--- config.mk ---
export PLATFORM = sky130hd
export DESIGN_NAME = io_uart_tx
export DESIGN_NICKNAME = d
export VERILOG_FILES = /design/src/rtl/io_uart_tx.sv
export SDC_FILE = /design/constraint.sdc
export NUM_CORES = 1
export LEC_CHECK = 0
export BUFFER_PORTS_ARGS = -buffer_cell sky130_fd_sc_hd__buf_2
export CAP_MARGIN = 10
export CORE_MARGIN = 8
export CORE_UTILIZATION = 50
export CTS_BUF_LIST = sky130_fd_sc_hd__clkbuf_8
export CTS_CLUSTER_DIAMETER = 80
export DETAILED_ROUTE_END_ITERATION = 8
export GPL_ROUTABILITY_DRIVEN = 1
export PLACE_DENSITY = 0.92
export SYNTH_ARGS = -nofsm -noshare
export SYNTH_HDL_FRONTEND = slang
export SYNTH_SLANG_ARGS = --single-unit
export TNS_END_PERCENT = 5
--- constraint.sdc ---
create_clock -name i_clk -period 3.65 [get_ports i_clk]
set_input_delay 0.1825 -clock i_clk [delete_from_list [all_inputs] [get_ports i_clk]]
set_output_delay 0.1825 -clock i_clk [all_outputs]
set_load 0.01 [all_outputs]
--- src/rtl/io_uart_tx.sv ---
// -----------------------------------------------------------------------------
// io_uart_tx -- memory-mapped UART transmitter with a byte TX FIFO.
//
// Sends 8N1 frames (start bit, 8 data bits LSB first, stop bit) on o_tx.
// Software pushes bytes through the TXDATA register; the FSM pops them and
// shifts them out, one bit per CLKS_PER_BIT enabled cycles.
//
// Register map, decoded on i_addr[4:3]:
//   0 TXDATA  write pushes i_wdata[7:0]; reads as 0
//   1 STATUS  {count[8:4], ovf[3], fsm_busy[2], empty[1], full[0]};
//             any write clears ovf
//   2 CTRL    bit0 tx_en (R/W)
//   3 reserved (reads 0, writes ignored)
//
// Ports:
//   i_clk     system clock
//   i_rst     synchronous active-high reset (overrides i_clk_en)
//   i_clk_en  global step enable qualifying every state update
//   i_io_en   IO-region select
//   i_sw      store strobe
//   i_lw      load strobe
//   i_addr    offset inside the IO window (only [4:3] decoded)
//   i_wdata   store data
//   o_rdata   load data (combinational, 0 when no load)
//   o_tx      serial line, idle high
//   o_busy    FSM not idle or FIFO not empty
// -----------------------------------------------------------------------------
module io_uart_tx #(
    parameter logic [1:0] XLEN         = 2'b10,
    parameter int         CLKS_PER_BIT = 16,
    parameter int         FIFO_DEPTH   = 8,
    localparam int        DW           = 1 << (int'(XLEN) + 4)
) (
    input  logic          i_clk,
    input  logic          i_rst,
    input  logic          i_clk_en,
    input  logic          i_io_en,
    input  logic          i_sw,
    input  logic          i_lw,
    input  logic [DW-1:0] i_addr,
    input  logic [DW-1:0] i_wdata,
    output logic [DW-1:0] o_rdata,
    output logic          o_tx,
    output logic          o_busy
);

    localparam int PTR_W  = $clog2(FIFO_DEPTH);
    localparam int CNT_W  = 5;
    localparam int BAUD_W = 16;

    localparam logic [BAUD_W-1:0] BAUD_LAST = BAUD_W'(CLKS_PER_BIT - 1);
    localparam logic [CNT_W-1:0]  DEPTH_C   = CNT_W'(FIFO_DEPTH);

    localparam logic [1:0] SEL_TXDATA = 2'd0;
    localparam logic [1:0] SEL_STATUS = 2'd1;
    localparam logic [1:0] SEL_CTRL   = 2'd2;

    typedef enum logic [1:0] {
        ST_IDLE  = 2'd0,
        ST_START = 2'd1,
        ST_DATA  = 2'd2,
        ST_STOP  = 2'd3
    } state_t;

    // FSM / shifter state
    state_t              state_r;
    state_t              state_s;
    logic [BAUD_W-1:0]   baud_r;
    logic [BAUD_W-1:0]   baud_s;
    logic [2:0]          bit_idx_r;
    logic [2:0]          bit_idx_s;
    logic [7:0]          shift_r;
    logic [7:0]          shift_s;
    logic                tx_r;
    logic                tx_s;
    logic                pop_s;

    // FIFO state
    logic [7:0]          mem_r [FIFO_DEPTH];
    logic [PTR_W-1:0]    wr_ptr_r;
    logic [PTR_W-1:0]    rd_ptr_r;
    logic [CNT_W-1:0]    count_r;

    // Control / status registers
    logic                ovf_r;
    logic                tx_en_r;

    // Bus decode
    logic [1:0]          sel_s;
    logic                wr_s;
    logic                rd_s;
    logic                txdata_wr_s;
    logic                status_wr_s;
    logic                ctrl_wr_s;
    logic                full_s;
    logic                empty_s;
    logic                push_s;
    logic                ovf_set_s;
    logic                baud_done_s;
    logic                fsm_busy_s;
    logic [DW-1:0]       status_s;
    logic [DW-1:0]       rdata_s;
    logic                unused_s;

    assign sel_s       = i_addr[4:3];
    assign wr_s        = i_clk_en & i_io_en & i_sw;
    assign rd_s        = i_io_en & i_lw;
    assign txdata_wr_s = wr_s & (sel_s == SEL_TXDATA);
    assign status_wr_s = wr_s & (sel_s == SEL_STATUS);
    assign ctrl_wr_s   = wr_s & (sel_s == SEL_CTRL);

    // Full/empty come from pre-cycle state, so a pop in the same cycle
    // never makes room for a push, and a push is not seen by the FSM yet.
    assign full_s      = (count_r == DEPTH_C);
    assign empty_s     = (count_r == {CNT_W{1'b0}});
    assign push_s      = txdata_wr_s & ~full_s;
    assign ovf_set_s   = txdata_wr_s & full_s;

    assign baud_done_s = (baud_r == BAUD_LAST);
    assign fsm_busy_s  = (state_r != ST_IDLE);

    // Address and data bits that the register map does not decode.
    assign unused_s = ^{i_addr[DW-1:5], i_addr[2:0], i_wdata[DW-1:8]};

    // FSM next-state, shifter and line-value logic.
    always_comb begin
        state_s   = state_r;
        baud_s    = baud_r;
        bit_idx_s = bit_idx_r;
        shift_s   = shift_r;
        tx_s      = tx_r;
        pop_s     = 1'b0;
        case (state_r)
            ST_IDLE: begin
                tx_s   = 1'b1;
                baud_s = {BAUD_W{1'b0}};
                if (tx_en_r && !empty_s) begin
                    pop_s   = 1'b1;
                    shift_s = mem_r[rd_ptr_r];
                    tx_s    = 1'b0;
                    state_s = ST_START;
                end else begin
                    state_s = ST_IDLE;
                end
            end
            ST_START: begin
                if (baud_done_s) begin
                    baud_s    = {BAUD_W{1'b0}};
                    bit_idx_s = 3'd0;
                    tx_s      = shift_r[0];
                    state_s   = ST_DATA;
                end else begin
                    baud_s = baud_r + BAUD_W'(1);
                end
            end
            ST_DATA: begin
                if (baud_done_s) begin
                    baud_s = {BAUD_W{1'b0}};
                    if (bit_idx_r == 3'd7) begin
                        bit_idx_s = 3'd0;
                        tx_s      = 1'b1;
                        state_s   = ST_STOP;
                    end else begin
                        // Shift right so the next bit is always at [0].
                        bit_idx_s = bit_idx_r + 3'd1;
                        shift_s   = {1'b0, shift_r[7:1]};
                        tx_s      = shift_r[1];
                    end
                end else begin
                    baud_s = baud_r + BAUD_W'(1);
                end
            end
            ST_STOP: begin
                if (baud_done_s) begin
                    baud_s = {BAUD_W{1'b0}};
                    if (tx_en_r && !empty_s) begin
                        // Chain straight into the next frame, no idle gap.
                        pop_s   = 1'b1;
                        shift_s = mem_r[rd_ptr_r];
                        tx_s    = 1'b0;
                        state_s = ST_START;
                    end else begin
                        tx_s    = 1'b1;
                        state_s = ST_IDLE;
                    end
                end else begin
                    baud_s = baud_r + BAUD_W'(1);
                end
            end
            default: begin
                state_s   = ST_IDLE;
                baud_s    = {BAUD_W{1'b0}};
                bit_idx_s = 3'd0;
                tx_s      = 1'b1;
            end
        endcase
    end

    // FSM, baud counter, shifter and line register.
    always_ff @(posedge i_clk) begin
        if (i_rst) begin
            state_r   <= ST_IDLE;
            baud_r    <= {BAUD_W{1'b0}};
            bit_idx_r <= 3'd0;
            shift_r   <= 8'd0;
            tx_r      <= 1'b1;
        end else if (i_clk_en) begin
            state_r   <= state_s;
            baud_r    <= baud_s;
            bit_idx_r <= bit_idx_s;
            shift_r   <= shift_s;
            tx_r      <= tx_s;
        end
    end

    // FIFO storage; contents need no reset since pointers/count gate them.
    always_ff @(posedge i_clk) begin
        if (i_clk_en && push_s) begin
            mem_r[wr_ptr_r] <= i_wdata[7:0];
        end
    end

    // FIFO pointers (wrap naturally, depth is a power of two) and count.
    always_ff @(posedge i_clk) begin
        if (i_rst) begin
            wr_ptr_r <= {PTR_W{1'b0}};
            rd_ptr_r <= {PTR_W{1'b0}};
            count_r  <= {CNT_W{1'b0}};
        end else if (i_clk_en) begin
            if (push_s) begin
                wr_ptr_r <= wr_ptr_r + PTR_W'(1);
            end
            if (pop_s) begin
                rd_ptr_r <= rd_ptr_r + PTR_W'(1);
            end
            case ({push_s, pop_s})
                2'b10:   count_r <= count_r + CNT_W'(1);
                2'b01:   count_r <= count_r - CNT_W'(1);
                default: count_r <= count_r;
            endcase
        end
    end

    // Sticky overflow flag (set beats a clearing STATUS write) and tx_en.
    always_ff @(posedge i_clk) begin
        if (i_rst) begin
            ovf_r   <= 1'b0;
            tx_en_r <= 1'b1;
        end else if (i_clk_en) begin
            if (ovf_set_s) begin
                ovf_r <= 1'b1;
            end else if (status_wr_s) begin
                ovf_r <= 1'b0;
            end
            if (ctrl_wr_s) begin
                tx_en_r <= i_wdata[0];
            end
        end
    end

    // STATUS word assembly.
    always_comb begin
        status_s      = {DW{1'b0}};
        status_s[0]   = full_s;
        status_s[1]   = empty_s;
        status_s[2]   = fsm_busy_s;
        status_s[3]   = ovf_r;
        status_s[8:4] = count_r;
    end

    // Load data mux; zero whenever no load is active.
    always_comb begin
        rdata_s = {DW{1'b0}};
        if (rd_s) begin
            case (sel_s)
                SEL_STATUS: rdata_s = status_s;
                SEL_CTRL:   rdata_s = {{(DW-1){1'b0}}, tx_en_r};
                default:    rdata_s = {DW{1'b0}};
            endcase
        end else begin
            rdata_s = {DW{1'b0}};
        end
    end

    assign o_rdata = rdata_s;
    assign o_tx    = tx_r;
    assign o_busy  = fsm_busy_s | ~empty_s;

endmodule

Word level (Yosys, flattened, before mapping)
Memory sizes are Yosys's and may differ from the RTL's. A register that Yosys moved wholly into a read port is not among the register bits.
Index checks and enable logic that the tools add are counted.
{"block": "word_totals", "word_cells": 99, "memories": 1, "inputBits": 134, "ff_bits": 43, "out_inout_bits": 66, "mem_bits_rw": 64}
{"block": "classes", "n_addsub": 6, "n_eq_ne": 15, "reduce_logical": 21, "muxes": 35, "n_bitwise": 11}
{"name": "mem_r", "words": 8, "width": 8, "read_ports": 1, "rd_ports_with_merged_regs": 1, "wr": 1, "line": "79", "source": "logic [7:0] mem_r [FIFO_DEPTH];"}
{"cell": "$mux 64", "count": 1}
{"cell": "$mux 8", "count": 4}
{"cell": "$pmux 16 s2", "count": 1}
{"cell": "$pmux 8 s3", "count": 1}
{"cell": "$pmux 9 s2", "count": 1}
{"cell": "$add 16x1->16 const B", "count": 1}
{"cell": "$eq 16x4->1 const B", "count": 1}
{"cell": "$mux 16", "count": 1}
{"cell": "$mux 3", "count": 5}
{"cell": "$mux 1", "count": 12}
{"cell": "$ne 2x2->1 const B", "count": 5}
{"cell": "$pmux 5 s2", "count": 1}
{"cell": "$reduce_and 2->1", "count": 5}
{"cell": "$reduce_and 5->1", "count": 2}
{"cell": "$add 3x1->3 const B", "count": 3}
{"cell": "$and 1x1->1", "count": 8}
{"cell": "$eq 2x2->1 const B", "count": 4}
{"cell": "$mux 2", "count": 4}
{"cell": "$pmux 2 s4", "count": 1}
{"cell": "$reduce_and 4->1", "count": 2}
{"cell": "$reduce_bool 2->1", "count": 4}
{"cell": "$eq 2x1->1 const B", "count": 3}
{"cell": "$pmux 3 s2", "count": 1}
{"cell": "$add 5x1->5 const B", "count": 1}
{"cell": "13 further kinds", "count": 16}

Longest topological paths before layout
Gate-level depths: netlist of the first run.
{"block": "depth", "ltp_word": 9, "depth_mapped": 14, "ltp_nobuf": 13}

Worst setup path before layout of the first run
No wires, ideal clock.
{"block": "synth_timing", "path_type": "register to register", "start": "reg baud_r[0]", "end": "reg count_r[4]", "setup_ps": 121, "path_slack_ps": 528, "path_buffers": 1, "stages_incl_launch_ff": 15, "arrival_time_ps": 3001, "synth_period_minus_slack_ps": 3122, "required_time_ps": 3529, "path_cell_list": "dfxtp_1 > ha_1 > nor3b_1 > and4_1 > a21oi_1 > nor2_1 > ha_1 > clkbuf_1 > xor2_1 > ha_1 > a211o_1 > nand2_1 > nand3b_1 > a31oi_1 > mux2_2"}
{"block": "synth_between", "elab_chain_len": 6, "word_cells_on_any_way": 8, "classes_between": "3 x eq/ne; 3 x mux; 2 x reduce/logical"}
{"item": "from (decl)", "line": "68", "source": "logic [BAUD_W-1:0] baud_r;"}
{"item": "from (signal assigned)", "line": "203", "source": "baud_r <= {BAUD_W{1'b0}};"}
{"item": "from (signal assigned)", "line": "209", "source": "baud_r <= baud_s;"}
{"item": "$eq 16x4->1 *", "line": "119", "source": "assign baud_done_s = (baud_r == BAUD_LAST);"}
{"item": "$mux 1 *", "line": "174", "source": "if (baud_done_s) begin"}
{"item": "$pmux 1 s2 *", "line": "133", "source": "case (state_r)"}
{"item": "$eq 2x1->1 or $eq 2x2->1 (tied branches)", "line": "236", "source": "case ({push_s, pop_s})"}
{"item": "$reduce_bool 2->1 (no source line)"}
{"item": "$reduce_and 2->1 (no source line)"}
{"item": "to (signal assigned)", "line": "237", "source": "2'b10: count_r <= count_r + CNT_W'(1);"}
{"item": "to (signal assigned)", "line": "238", "source": "2'b01: count_r <= count_r - CNT_W'(1);"}
{"item": "to (signal assigned)", "line": "239", "source": "default: count_r <= count_r;"}
{"item": "to (decl)", "line": "82", "source": "logic [CNT_W-1:0] count_r;"}
Every way passes the cells marked *; elsewhere a longest branch is shown, timed or not.
A chain may end at the register's enable or synchronous reset.

Final worst setup path of the first run
Same ends and word-level chain as after synthesis.

==> reports/qor.csv, run 1 <==
metric;value;unit
htreeDepth;3;
avgSynthCellArea;11.8;sq um
post-cts-setup-buffers;0;
ys_ff_latch;110;
path_clk_slew;0.10;ns
drtAntennaViolNets;0;
p_per_area;389;nW/um^2
cp.required;3.93;ns
globalplace.congestion;0.899;
hold_buffers;0;
cts.sinks;110;
drt-initial-drc-count;231;
start_kind;flop;
cpMaxStageDelayCell;dfxtp_1;
cts_resized;0;
slew_viol_final;0;
tightestPinTransition;0.989;ns
fp.dieW;121;um
crit_type;flop to flop;
start_util;50.9;%
holdPathEnd;mem_r[0][6];
rsz0062_at_grt;false;
grtUsageMet1;17.0;%
period_minus_slack;3.33;ns
wl_per_cell;16.2;um
slew_headroom;34.0;%
synthFlopType;edfxtp_1;
holdPathStages;1;
num_rows;38;
worstHoldPathType;primary input to flop;
ys_seq_area_share;51.7;%
drtPass1Iterations;4;
grt_start_max_net_pins;40;
nets;645;
netlist_area;5500;sq um
port_buffers;26;
cts_made_buffers;9;
critPathMaxFanout;10;
postSynthCellCount;467;
final_core_util;53.6;%
crit_chain;ha_1, nor3b_1, and4_1, a21oi_1, nor2_1, ha_2, xor2_1, ha_1, nor2_1, nor3b_1, o21ai_0, a31oi_1, mux2_2;
reg2reg_to;count_r[4];
critPathArrivalTime;3.61;ns
clockBufferDepth;2;
antenna_found_initial;0;
antenna_cells;0;
drive_gt1_share;17.0;%
finalClockSkew;0.0220;ns
min_from;i_wdata[6];
final-instance-count-excl-fill;639;
grt_use_total;14.4;%
ios;200;
hpwl;7.45;mm
synth_edf_count;64;
cts_tree;done;
fmax;300;MHz
ff2ff_path_depth;13;
maxCapViolations;0;
yosysWarnings;0;
wl;10.4;mm
coreArea;10800;sq um
grt-ovfl-total;0;
rrSetupSlack;0.32;ns
cts-root-buf;clkbuf_8;
async_flop_share;0;%
dieArea;14600;sq um
final_area;5790;sq um
cpPeakStageDelay;0.40;ns
fin_tns_setup;0;ns
ir_worst_vdd;0.394;mV
grt_use_met3;3.78;%
yosysUniqueCellTypes;60;
grt_pass1_wl;16.6;mm
num_vias;3486;
grt.busiest_layer;met2;
finalSetupViolations;0;
status;completed;
clock_latency;0.39;ns
die_h;121;um
hold_viol;0;
place_area;5580;sq um
grt_pass1_vias;3378;
drc;0;
regToRegStartpoint;baud_r[0];
drt-vias-per-instance;5.46;
met2_usage;23.6;%
period_share;91.3;%
place_inst;623;
worst_setup_path_end_kind;flop;
area_delta_synth_final;5.31;%
p_leak;2.15;nW
cells in the final DEF, fill, tap and decap left out, types with 3 or more instances in the layout:
| master | n |
|---|---|
| nand3_1 | 8 |
| xor2_1 | 13 |
| buf_4 | 11 |
| mux2_2 | 3 |
| dfxtp_1 | 46 |
| mux4_2 | 16 |
| buf_2 | 26 |
| nand2_1 | 28 |
| a21oi_1 | 18 |
| clkbuf_8 | 9 |
| and3_1 | 5 |
| inv_1 | 10 |
| and2_1 | 9 |
| nand4_1 | 7 |
| a21o_1 | 4 |
| nand2b_1 | 7 |
| o21ai_0 | 15 |
| conb_1 | 55 |
| nor3b_1 | 5 |
| mux2i_1 | 14 |
| edfxtp_1 | 64 |
| ha_1 | 16 |
| and4_1 | 3 |
| nor3_1 | 7 |
| nor2_1 | 42 |
| nor2b_1 | 5 |
| xnor2_1 | 3 |
cells in the mapped netlist, drive strengths merged, types with 3 or more instances:
cell type	count	area share, %
nor3b	6	0.91
xor2	13	2.1
clkbuf	8	0.55
a21o	4	0.55
inv	9	0.61
or4	3	0.48
nand4	7	0.80
nor3	8	0.93
ha	17	3.9
nand2	28	1.9
a21oi	18	1.6
nor2	44	3.1
nand3	8	0.73
buf	67	8.7
and3	5	0.57
mux2	4	0.82
a311oi	4	0.87
nand2b	7	0.80
mux2i	14	2.6
o21ai	17	1.8
edfxtp	64	35
and4	3	0.48
xnor2	3	0.48
and2	9	1.0
nor2b	5	0.57
dfxtp	46	17
mux4	16	6.6
nor4	4	1.0
power breakdown:
part | switching [W] | total (W) | internal [W] | leakage [nW]
registers | 0.00000983 | 0.00133 | 0.00132 | 0.947
logic | 0.000119 | 0.000170 | 0.0000513 | 1.10
clock network | 0.000424 | 0.000752 | 0.000328 | 0.105
total | 0.000553 | 0.00225 | 0.00170 | 2.15
worst max-delay path: cells and delay by family (launching register included):
kind | cells | cell delay (ns)
AND/OR/NAND/NOR | 5 | 1.07
adder cells (fa/ha/maj) | 3 | 0.77
AO/OA/AOI/OAI | 3 | 0.48
flip-flops | 1 | 0.40
multiplexers | 1 | 0.35
XOR/XNOR | 1 | 0.17
kinds of logic after synthesis:
kind of cell	Yosys count	synth area share, %
adders and majority gates	17	3.87
DFF	110	51.7
muxes	34	9.93
buffers and inverters	84	9.84
xor gates and xnor gates	16	2.55
AOI/OAI and AO/OA	60	7.51
and+or+nand+nor	145	14.5
other	1	0.0682
stage by stage:
step           setup WS, ns  hold WS [ns]  power [W]
6_report              0.317        0.0626    0.00225
5_1_grt              0.0951        0.0617    0.00233
4_1_cts               0.258        0.0479    0.00226
3_5_place_dp          0.303         0.456    0.00152
3_3_place_gp          0.408         0.434    0.00151
2_1_floorplan         0.528         0.281    0.00152
layout make-up:
class | instances | area (sq um)
Fill cell | 851 | 5010
Sequential cell | 110 | 2840
Multi-Input combinational cell | 327 | 2320
Timing Repair Buffer | 37 | 213
Tap cell | 140 | 175
Clock buffer | 9 | 124
Clock inverter | 7 | 81.3
Inverter | 9 | 33.8
how the worst max path moves through the flow:
stage               startpoint         end  slack (ns)  cells after the start
CTS                  baud_r[0]  count_r[4]        0.26                     13
global placement     baud_r[0]  count_r[4]        0.41                     13
floorplan            baud_r[0]  count_r[4]        0.53                     14
finish               baud_r[0]  count_r[4]        0.32                     13
global route         baud_r[0]  count_r[4]         0.1                     13
detailed placement   baud_r[0]  count_r[4]        0.30                     13
metal layers:
| layer | vias up | part of all wire, % |
|---|---|---|
| li1 | 1632 | - |
| met1 | 1696 | 41 |
| met2 | 141 | 48 |
| met3 | 17 | 9.0 |
| met4 | 0 | 2.1 |
| met5 | - | 0 |
sequential cells by signal, summed over array words and instances, names as in the netlist, named ones only:
signal	cells
baud_r	16
o_tx	1
wr_ptr_r	3
mem_r	64
count_r	5
state_r	2
ovf_r	1
rd_ptr_r	3
shift_r	8
tx_en_r	1
bit_idx_r	3
No activity file was read; power rests on OpenSTA's default activity.
==> inputs of run 2 (changes only) <==
--- a/config.mk
+++ b/config.mk
@@ -7,6 +7,7 @@
 export LEC_CHECK = 0
 export BUFFER_PORTS_ARGS = -buffer_cell sky130_fd_sc_hd__buf_2
 export CAP_MARGIN = 10
+export CORE_ASPECT_RATIO = 0.5
 export CORE_MARGIN = 8
 export CORE_UTILIZATION = 50
 export CTS_BUF_LIST = sky130_fd_sc_hd__clkbuf_8
==> constraint.sdc (replaced) <==
create_clock -name i_clk -period 4.3 [get_ports i_clk]
set_input_delay 0.215 -clock i_clk [delete_from_list [all_inputs] [get_ports i_clk]]
set_output_delay 0.215 -clock i_clk [all_outputs]
set_load 0.01 [all_outputs]
==> reports/qor.csv, run 2 (same netlist as run 1, synthesis figures left out) <==
metric;value;unit
status;completed;
clock_latency;0.38;ns
fmax;281;MHz
grt_start_max_net_pins;40;
largest_registers;mem_r x64, baud_r x16, shift_r x8;
rsz0062_at_grt;false;
cts_tree;done;
crit_path_frequent_cell;ha_1;
largest_reg_flops;64;
grt_pass1_wl;15.9;mm
tightestPinTransition;1.16;ns
fp.dieW;164;um
cts-root-buf;clkbuf_8;
nets;641;
post-cts-setup-buffers;0;
fin_ws;0.740;ns
grt_use_total;13.3;%
period_minus_slack;3.56;ns
hold_buffers;0;
antenna_found_initial;0;
cpMaxStageDelayCell;dfxtp_1;
drtPass1Iterations;5;
crit_type;flop to flop;
antenna_cells;0;
finalSetupViolations;0;
fin_tns_setup;0;ns
dr_wl_met3;824;um
num_vias;3440;
critPathMaxFanout;10;
maxCapViolations;0;
grt_pass1_vias;3290;
drt-initial-drc-count;209;
hpwl;7.23;mm
wl;10.2;mm
slew_viol_final;0;
finalClockSkew;0.00959;ns
crit_chain;ha_1, nor3b_1, and4_1, a21oi_1, nor2_1, ha_1, xor2_1, ha_1, nor2_1, nor3b_1, o21ai_0, a31oi_1, mux2_2;
drc;0;
wl_met2;5.08;mm
worst_setup_path_end_kind;flop;
period_share;82.8;%
layout_common_cells;edfxtp_1, conb_1, dfxtp_1;
layout_commonest_cell;edfxtp_1;
largest-register;mem_r;
pre_cts_ws;0.811;ns
topRoutingLayerUsed;met4;
area_delta_synth_final;5.33;%
p_per_area;335;nW/um^2
drtAntennaViolNets;0;
start_kind;flop;
worstHoldPathType;primary input to flop;
drt-vias-per-instance;5.38;
num_rows;27;
ir_worst_vdd;0.177;mV
start_util;50.7;%
p_leak;2.13;nW
port_buffers;26;
grt-ovfl-total;0;
cts_made_buffers;9;
dieArea;14800;sq um
globalplace.congestion;0.840;
path_clk_slew;0.11;ns
hold_viol;0;
wl_per_cell;15.9;um
critPathArrivalTime;3.84;ns
coreArea;10800;sq um
ios;200;
cp.required;4.58;ns
fillers;865;
critical-path-top-delay-family;simple AND/OR/NAND/NOR gates;
power;0.00194;W
slew_headroom;22.6;%
wl_met1;4.13;mm
cts_resized;0;
cpPeakStageDelay;0.42;ns
die_h;90.1;um
cts.sinks;110;
drive_gt1_share;16.8;%
worst-path-buf-inv;0;
htreeDepth;3;
clockBufferDepth;2;
==> run 2: metal layers <==
layer  track usage [%]  vias to the layer above
li1                  -                     1621
met1              14.9                     1688
met3              3.37                       14
met5                 0                        -
met2              24.0                      117
met4              4.36                        0
==> run 2: final timing paths <==
check / from / endpoint / depth (start not counted) / slack (ns)
setup / recovery: baud_r[0] / count_r[4] / 13 / 0.74
hold / removal: i_wdata[5] / mem_r[3][5] / 1 / 0.10
setup reg to reg: baud_r[0] / count_r[4] / 13 / 0.74
hold reg to reg: o_tx / o_tx / 1 / 0.47
==> run 2: stage by stage <==
stage | utilization [%] | hold slack [ns] | std cells | cell area (sq um)
after detailed placement | 51.3 | 0.449 | 624 | 5570
final | 53.4 | 0.103 | 640 | 5790
after floorplan | - | 0.314 | 521 | 5700
after global placement | 51.3 | 0.443 | 624 | 5570
after CTS | 53.4 | 0.0851 | 640 | 5790
after global routing | 53.4 | 0.0968 | 640 | 5790
==> run 2: layout make-up <==
cell class	count	area [sq um]	area share [%]
Sequential cell	110	2840	49.1
Multi-Input combinational cell	327	2330	40.2
Inverter	9	33.8	0.584
Timing Repair Buffer	33	183	3.16
Clock inverter	7	96.3	1.66
Clock buffer	9	124	2.14
Tap cell	145	181	3.13
==> run 2: report_power, final <==
part,internal (W),switching (W)
sequential,0.00112,0.00000837
clock,0.000288,0.000377
combinational,0.0000431,0.000100
total,0.00145,0.000486
